**src/rtl/div_pkg.sv**
```systemverilog
// Shared types and helpers for the sequential restoring divider.
package div_pkg;

    // Controller states of the divider.
    typedef enum logic [1:0] {
        IDLE = 2'd0,
        RUN  = 2'd1,
        DONE = 2'd2
    } div_state_e;

    localparam int DIV_DEFAULT_WIDTH = 4;

    // Ceiling log2. Returns the number of bits needed to encode value-1.
    function automatic int clog2(input int value);
        int result;
        result = 0;
        for (int i = 0; i < 31; i++) begin
            if ((1 << i) < value) begin
                result = i + 1;
            end
        end
        return result;
    endfunction

    // Width of the step counter, which must be able to hold the value WIDTH.
    function automatic int div_cnt_width(input int width);
        return (clog2(width + 1) < 1) ? 1 : clog2(width + 1);
    endfunction

endpackage

```
**src/rtl/div_step.sv**
```systemverilog
// One restoring-division step: shift {A,Q} left, trial-subtract M,
// keep the difference when it is non-negative and record the quotient bit.
module div_step
    import div_pkg::*;
#(
    parameter int WIDTH = DIV_DEFAULT_WIDTH
) (
    input  logic [WIDTH-1:0] a_in,
    input  logic [WIDTH-1:0] q_in,
    input  logic [WIDTH-1:0] m_in,
    output logic [WIDTH-1:0] a_out,
    output logic [WIDTH-1:0] q_out
);

    logic [WIDTH:0]   a_shifted;
    logic [WIDTH+1:0] trial;
    logic             borrow;
    logic             unused_trial_bit;

    // The shifted remainder needs WIDTH+1 bits because it can reach 2*M-1.
    // A borrow out of the top bit means the trial subtraction went negative.
    // A restored or kept remainder is always below M, so WIDTH bits hold it.
    always_comb begin
        a_shifted        = {a_in, q_in[WIDTH-1]};
        trial            = {1'b0, a_shifted} - {2'b00, m_in};
        borrow           = trial[WIDTH+1];
        unused_trial_bit = trial[WIDTH];
        if (borrow) begin
            a_out = a_shifted[WIDTH-1:0];
            q_out = {q_in[WIDTH-2:0], 1'b0};
        end else begin
            a_out = trial[WIDTH-1:0];
            q_out = {q_in[WIDTH-2:0], 1'b1};
        end
    end

endmodule

```
**src/rtl/seq_divider.sv**
```systemverilog
// Iterative restoring divider, one quotient bit per clock, with a
// start/busy/done handshake. Divide-by-zero finishes in a single cycle
// with quotient all ones and remainder equal to the dividend.
// Optional feature macro: DIV_SIGNED_EN (two's-complement operands,
// truncating division; magnitudes at load, sign fix-up on entry to DONE).
module seq_divider
    import div_pkg::*;
#(
    parameter int WIDTH = DIV_DEFAULT_WIDTH
) (
    input  logic             clk,
    input  logic             rst,
    input  logic             start,
    input  logic [WIDTH-1:0] dividend,
    input  logic [WIDTH-1:0] divisor,
    output logic             busy,
    output logic             done,
    output logic [WIDTH-1:0] quotient,
    output logic [WIDTH-1:0] remainder,
    output logic             div_by_zero
);

    localparam int CNT_W = div_cnt_width(WIDTH);

    div_state_e       state_q, state_d;
    logic [WIDTH-1:0] a_q, a_d;
    logic [WIDTH-1:0] q_q, q_d;
    logic [WIDTH-1:0] m_q, m_d;
    logic [CNT_W-1:0] cnt_q, cnt_d;
    logic [WIDTH-1:0] quotient_q, quotient_d;
    logic [WIDTH-1:0] remainder_q, remainder_d;
    logic             dbz_q, dbz_d;

    logic [WIDTH-1:0] step_a;
    logic [WIDTH-1:0] step_q;
    logic [WIDTH-1:0] dividend_mag;
    logic [WIDTH-1:0] divisor_mag;
    logic [WIDTH-1:0] final_q;
    logic [WIDTH-1:0] final_r;

`ifdef DIV_SIGNED_EN
    logic q_neg_q, q_neg_d;
    logic r_neg_q, r_neg_d;
`endif

    div_step #(
        .WIDTH(WIDTH)
    ) u_step (
        .a_in (a_q),
        .q_in (q_q),
        .m_in (m_q),
        .a_out(step_a),
        .q_out(step_q)
    );

    // Operand magnitudes fed to the unsigned core, and the sign-corrected
    // result presented on the final step. Most-negative / -1 wraps naturally.
    always_comb begin
`ifdef DIV_SIGNED_EN
        dividend_mag = dividend[WIDTH-1] ? -dividend : dividend;
        divisor_mag  = divisor[WIDTH-1]  ? -divisor  : divisor;
        final_q      = q_neg_q ? -step_q : step_q;
        final_r      = r_neg_q ? -step_a : step_a;
`else
        dividend_mag = dividend;
        divisor_mag  = divisor;
        final_q      = step_q;
        final_r      = step_a;
`endif
    end

    // Next-state and datapath control; results only change on entry to DONE.
    always_comb begin
        state_d     = state_q;
        a_d         = a_q;
        q_d         = q_q;
        m_d         = m_q;
        cnt_d       = cnt_q;
        quotient_d  = quotient_q;
        remainder_d = remainder_q;
        dbz_d       = dbz_q;
`ifdef DIV_SIGNED_EN
        q_neg_d     = q_neg_q;
        r_neg_d     = r_neg_q;
`endif
        case (state_q)
            IDLE: begin
                if (start) begin
                    if (divisor != '0) begin
                        a_d     = '0;
                        q_d     = dividend_mag;
                        m_d     = divisor_mag;
                        cnt_d   = CNT_W'(WIDTH);
                        state_d = RUN;
`ifdef DIV_SIGNED_EN
                        q_neg_d = dividend[WIDTH-1] ^ divisor[WIDTH-1];
                        r_neg_d = dividend[WIDTH-1];
`endif
                    end else begin
                        quotient_d  = '1;
                        remainder_d = dividend;
                        dbz_d       = 1'b1;
                        state_d     = DONE;
                    end
                end
            end
            RUN: begin
                a_d   = step_a;
                q_d   = step_q;
                cnt_d = cnt_q - CNT_W'(1);
                if (cnt_q == CNT_W'(1)) begin
                    quotient_d  = final_q;
                    remainder_d = final_r;
                    dbz_d       = 1'b0;
                    state_d     = DONE;
                end
            end
            DONE: begin
                state_d = IDLE;
            end
            default: begin
                state_d = IDLE;
            end
        endcase
    end

    // State and datapath registers; reset aborts any operation in flight.
    always_ff @(posedge clk or posedge rst) begin
        if (rst) begin
            state_q     <= IDLE;
            a_q         <= '0;
            q_q         <= '0;
            m_q         <= '0;
            cnt_q       <= '0;
            quotient_q  <= '0;
            remainder_q <= '0;
            dbz_q       <= 1'b0;
`ifdef DIV_SIGNED_EN
            q_neg_q     <= 1'b0;
            r_neg_q     <= 1'b0;
`endif
        end else begin
            state_q     <= state_d;
            a_q         <= a_d;
            q_q         <= q_d;
            m_q         <= m_d;
            cnt_q       <= cnt_d;
            quotient_q  <= quotient_d;
            remainder_q <= remainder_d;
            dbz_q       <= dbz_d;
`ifdef DIV_SIGNED_EN
            q_neg_q     <= q_neg_d;
            r_neg_q     <= r_neg_d;
`endif
        end
    end

    assign busy        = (state_q != IDLE);
    assign done        = (state_q == DONE);
    assign quotient    = quotient_q;
    assign remainder   = remainder_q;
    assign div_by_zero = dbz_q;

endmodule

```
**config.mk**
```make
export PLATFORM = sky130hd
export DESIGN_NAME = seq_divider
export DESIGN_NICKNAME = d
export VERILOG_FILES = /design/src/rtl/div_pkg.sv /design/src/rtl/div_step.sv /design/src/rtl/seq_divider.sv
export SDC_FILE = /design/constraint.sdc
export NUM_CORES = 1
export LEC_CHECK = 0
export CAP_MARGIN = 30
export CORE_ASPECT_RATIO = 1.4
export CORE_MARGIN = 2
export CORE_UTILIZATION = 33
export CTS_CLUSTER_DIAMETER = 30
export CTS_CLUSTER_SIZE = 8
export DETAILED_ROUTE_END_ITERATION = 12
export DONT_BUFFER_PORTS = 1
export PLACE_DENSITY = 0.53
export SYNTH_ARGS = -nofsm -noshare
export SYNTH_HDL_FRONTEND = slang
export SYNTH_SLANG_ARGS = --single-unit
```
**constraint.sdc**
```tcl
create_clock -name clk -period 3.2 [get_ports clk]
set_input_delay 0.64 -clock clk [delete_from_list [all_inputs] [get_ports clk]]
set_output_delay 0.64 -clock clk [all_outputs]
set_load 0.01 [all_outputs]
```
==> flow_metrics.env <==
export IMPL_cts_tree="built"
export IMPL_wirelength_um=2670
export IMPL_synth_area_leader_cell="dfrtp_1"
export IMPL_clockBufferDepth=2
export IMPL_postRouteAntennaNets=0
export IMPL_vdd_drop_max_uv=471
export IMPL_cpMaxStageDelayCell="dfrtp_1"
export IMPL_dp_hpwl_um=2120
export IMPL_rsz0062_at_grt="false"
export IMPL_area_growth_pct=9.85
export IMPL_arrival_ns=2.21
export IMPL_hold_class="input port to asynchronous set/reset pin"
export IMPL_clk_pin_slew_ns=0.09
export IMPL_hold_viol=0
export IMPL_postCtsHoldBufs=0
export IMPL_numClockSinks=26
export IMPL_fin_skew_ns=0.00590
export IMPL_fin_crit_ns=2.01
export IMPL_layout_drive_gt1_share_pct=11.2
export IMPL_grt_pass1_vias=1012
export IMPL_wl_per_cell_um=15.2
export IMPL_pre_cts_ws_ns=1.18
export IMPL_n_antenna_cell=0
export IMPL_ys_ff_latch=26
export IMPL_grt_first_pass_wirelength_um=4730
export IMPL_power_density_nw_per_um2=1120
export IMPL_setup_ws_ns=1.19
export IMPL_synth_ff_type="dfrtp_1"
export IMPL_synth_xor_area_share_pct=1.35
export IMPL_crit_required_ns=3.40
export IMPL_ctsRootBufferMaster="clkbuf_8"
export IMPL_leakage_nw=0.631
export IMPL_path_cells="ha_1 > nor2b_1 > o31a_1 > nor3_2 > mux2_2 > a31oi_1"
export IMPL_die_w_um=57.0
export IMPL_die_height_um=78.2
export IMPL_yosysMostFrequentCell="nand2_1"
export IMPL_grtUsageTotal_pct=13.7
export IMPL_initial_core_util_pct=35.0
export IMPL_cap_violations=0
export IMPL_syn_avg_cell_area_sq_um=9.97
export IMPL_startpoint_type="register"
export IMPL_post_cts_buffers=0
export IMPL_rows=26
export IMPL_grt_overflow=0
export IMPL_grt_max_degree=21
export IMPL_ys_seq_area_share_pct=50.2
export IMPL_synth_edf_count=0
export IMPL_fin_nets=153
export IMPL_syn_area_sq_um=1300
export IMPL_core_area_sq_um=3710
export IMPL_viasPerCell=5.31
export IMPL_criticalPathCategory="register to register"
export IMPL_status="completed"
export IMPL_synth_commonest_cells="nand2_1 (27), dfrtp_1 (26), nor2_1 (10)"
export IMPL_synthAdderAreaFrac_pct=7.34
export IMPL_ys_types=37
export IMPL_crit_path_max_fanout=5
export IMPL_async_flop_share_pct=100
export IMPL_syn_inst=130
export IMPL_cts_resized=0
export IMPL_synth_mux_area_share_pct=0.869
export IMPL_synth_top_family_by_area="simple AND/OR/NAND/NOR gates"
export IMPL_fin_setup_tns_ns=0
export IMPL_drv_slew=0
export IMPL_drc_errors=0
export IMPL_antenna_found_initial=0
export IMPL_htree_levels=1
export IMPL_place_gp_congestion=0.766
export IMPL_finalCritPeriodShare_pct=62.7
export IMPL_ys_warn_count=0
export IMPL_io_buffers=0
export IMPL_yosysTopAreaCellShare_pct=50.2
export IMPL_setup_viol=0
export IMPL_numCtsBuffers=3
export IMPL_synth_area_leaders="dfrtp_1 (50%), nand2_1 (7.8%), ha_1 (5.8%), nor2_1 (2.9%), inv_1 (2.6%)"
export IMPL_pin_count=22
export IMPL_total_power_mw=1.59
export IMPL_synth_compound_area_share_pct=16.4
export IMPL_endpoint_kind="register"
export IMPL_syn_nets=148
export IMPL_synth_simple_area_share_pct=20.1
export IMPL_max_stage_delay_ns=0.44
export IMPL_drtIter0Drc=19
export IMPL_clk_latency_ns=0.27
export IMPL_max_freq_mhz=498
export IMPL_firstDrtPassIters=4
export IMPL_fp_dieArea_sq_um=4450
export IMPL_worstMarginPinSlew_ns=0.588
export IMPL_worst_hold_slack_ns=0.216
export IMPL_maxSlewHeadroom_pct=60.8
export IMPL_dr_total_vias=935
## worst max-delay path, delay by kind of cell, from the launching register on
| kind | cells | cell delay, ns |
|---|---|---|
| AOI/OAI and AO/OA | 2 | 0.43 |
| and+or+nand+nor | 2 | 0.39 |
| DFF | 1 | 0.44 |
| adders and majority gates | 1 | 0.30 |
| muxes | 1 | 0.39 |
## stage by stage
| step | instances | instance area (sq um) | utilization [%] |
|---|---|---|---|
| after floorplan | 130 | 1300 | - |
| after global placement | 171 | 1340 | 36.2 |
| after detailed placement | 172 | 1370 | 36.9 |
| after CTS | 176 | 1420 | 38.4 |
| after global routing | 176 | 1420 | 38.4 |
| final | 176 | 1420 | 38.4 |
## cell families after synthesis
group | Yosys count
mux | 1
flops | 26
buf+inv | 11
compound gates | 27
fa+ha+maj | 7
simple gates | 56
xor+xnor | 2
## sequential cells by signal, summed over array words and instances, names as in the netlist
| signal | cells |
|---|---|
| cnt_q | 3 |
| div_by_zero | 1 |
| quotient | 4 |
| state_q | 2 |
| a_q | 4 |
| m_q | 4 |
| remainder | 4 |
| q_q | 4 |
## path summary, 6_finish.rpt
path / start / to / slack, ns / depth (start not counted)
setup / recovery: a_q[0] / remainder[1] / 1.19 / 6
hold / removal: rst / cnt_q[1] / 0.22 / 1
setup reg to reg: a_q[0] / remainder[1] / 1.19 / 6
hold reg to reg: m_q[0] / m_q[0] / 0.51 / 2
max in group asynchronous: rst / m_q[3] / 2.58 / 2
min in group clk: divisor[0] / m_q[0] / 0.48 / 2
## cell usage in the layout, fill, tap and decap left out, drive strengths merged, types with 2 or more instances in the layout
| cell type | count |
|---|---|
| a21oi | 3 |
| a31oi | 5 |
| buf | 2 |
| clkbuf | 4 |
| dfrtp | 26 |
| ha | 6 |
| inv | 9 |
| nand2 | 27 |
| nand3 | 3 |
| nor2 | 11 |
| nor2b | 3 |
| nor3 | 3 |
| nor4 | 3 |
| o21a | 3 |
| o21ai | 5 |
| o22a | 3 |
| or2 | 2 |
## area by class of cell
class	count	area (sq um)
repair buffers	2	35.0
clock buffers	4	55.1
well taps	42	52.6
inverters	9	33.8
multi-input cells	93	597
fillers	391	2280
flip-flops and latches	26	651
## power breakdown
part           leakage, nW  total (mW)  switching [mW]  internal (mW)
registers            0.304       0.630           0.139          0.491
logic                0.298       0.747           0.420          0.327
clock network       0.0288       0.213           0.103          0.110
## routing by layer
metal / GRT usage (%) / routed length, um / share of wire, % / vias to the layer above
met5: 0 / 0 / 0 / -
met4: 4.19 / 34 / 1.3 / 0
met3: 2.64 / 131 / 4.9 / 5
met2: 22.6 / 1350 / 50 / 21
met1: 17.9 / 1160 / 43 / 449
li1: - / - / - / 460
Note: power is estimated with default switching activity, not from simulation.
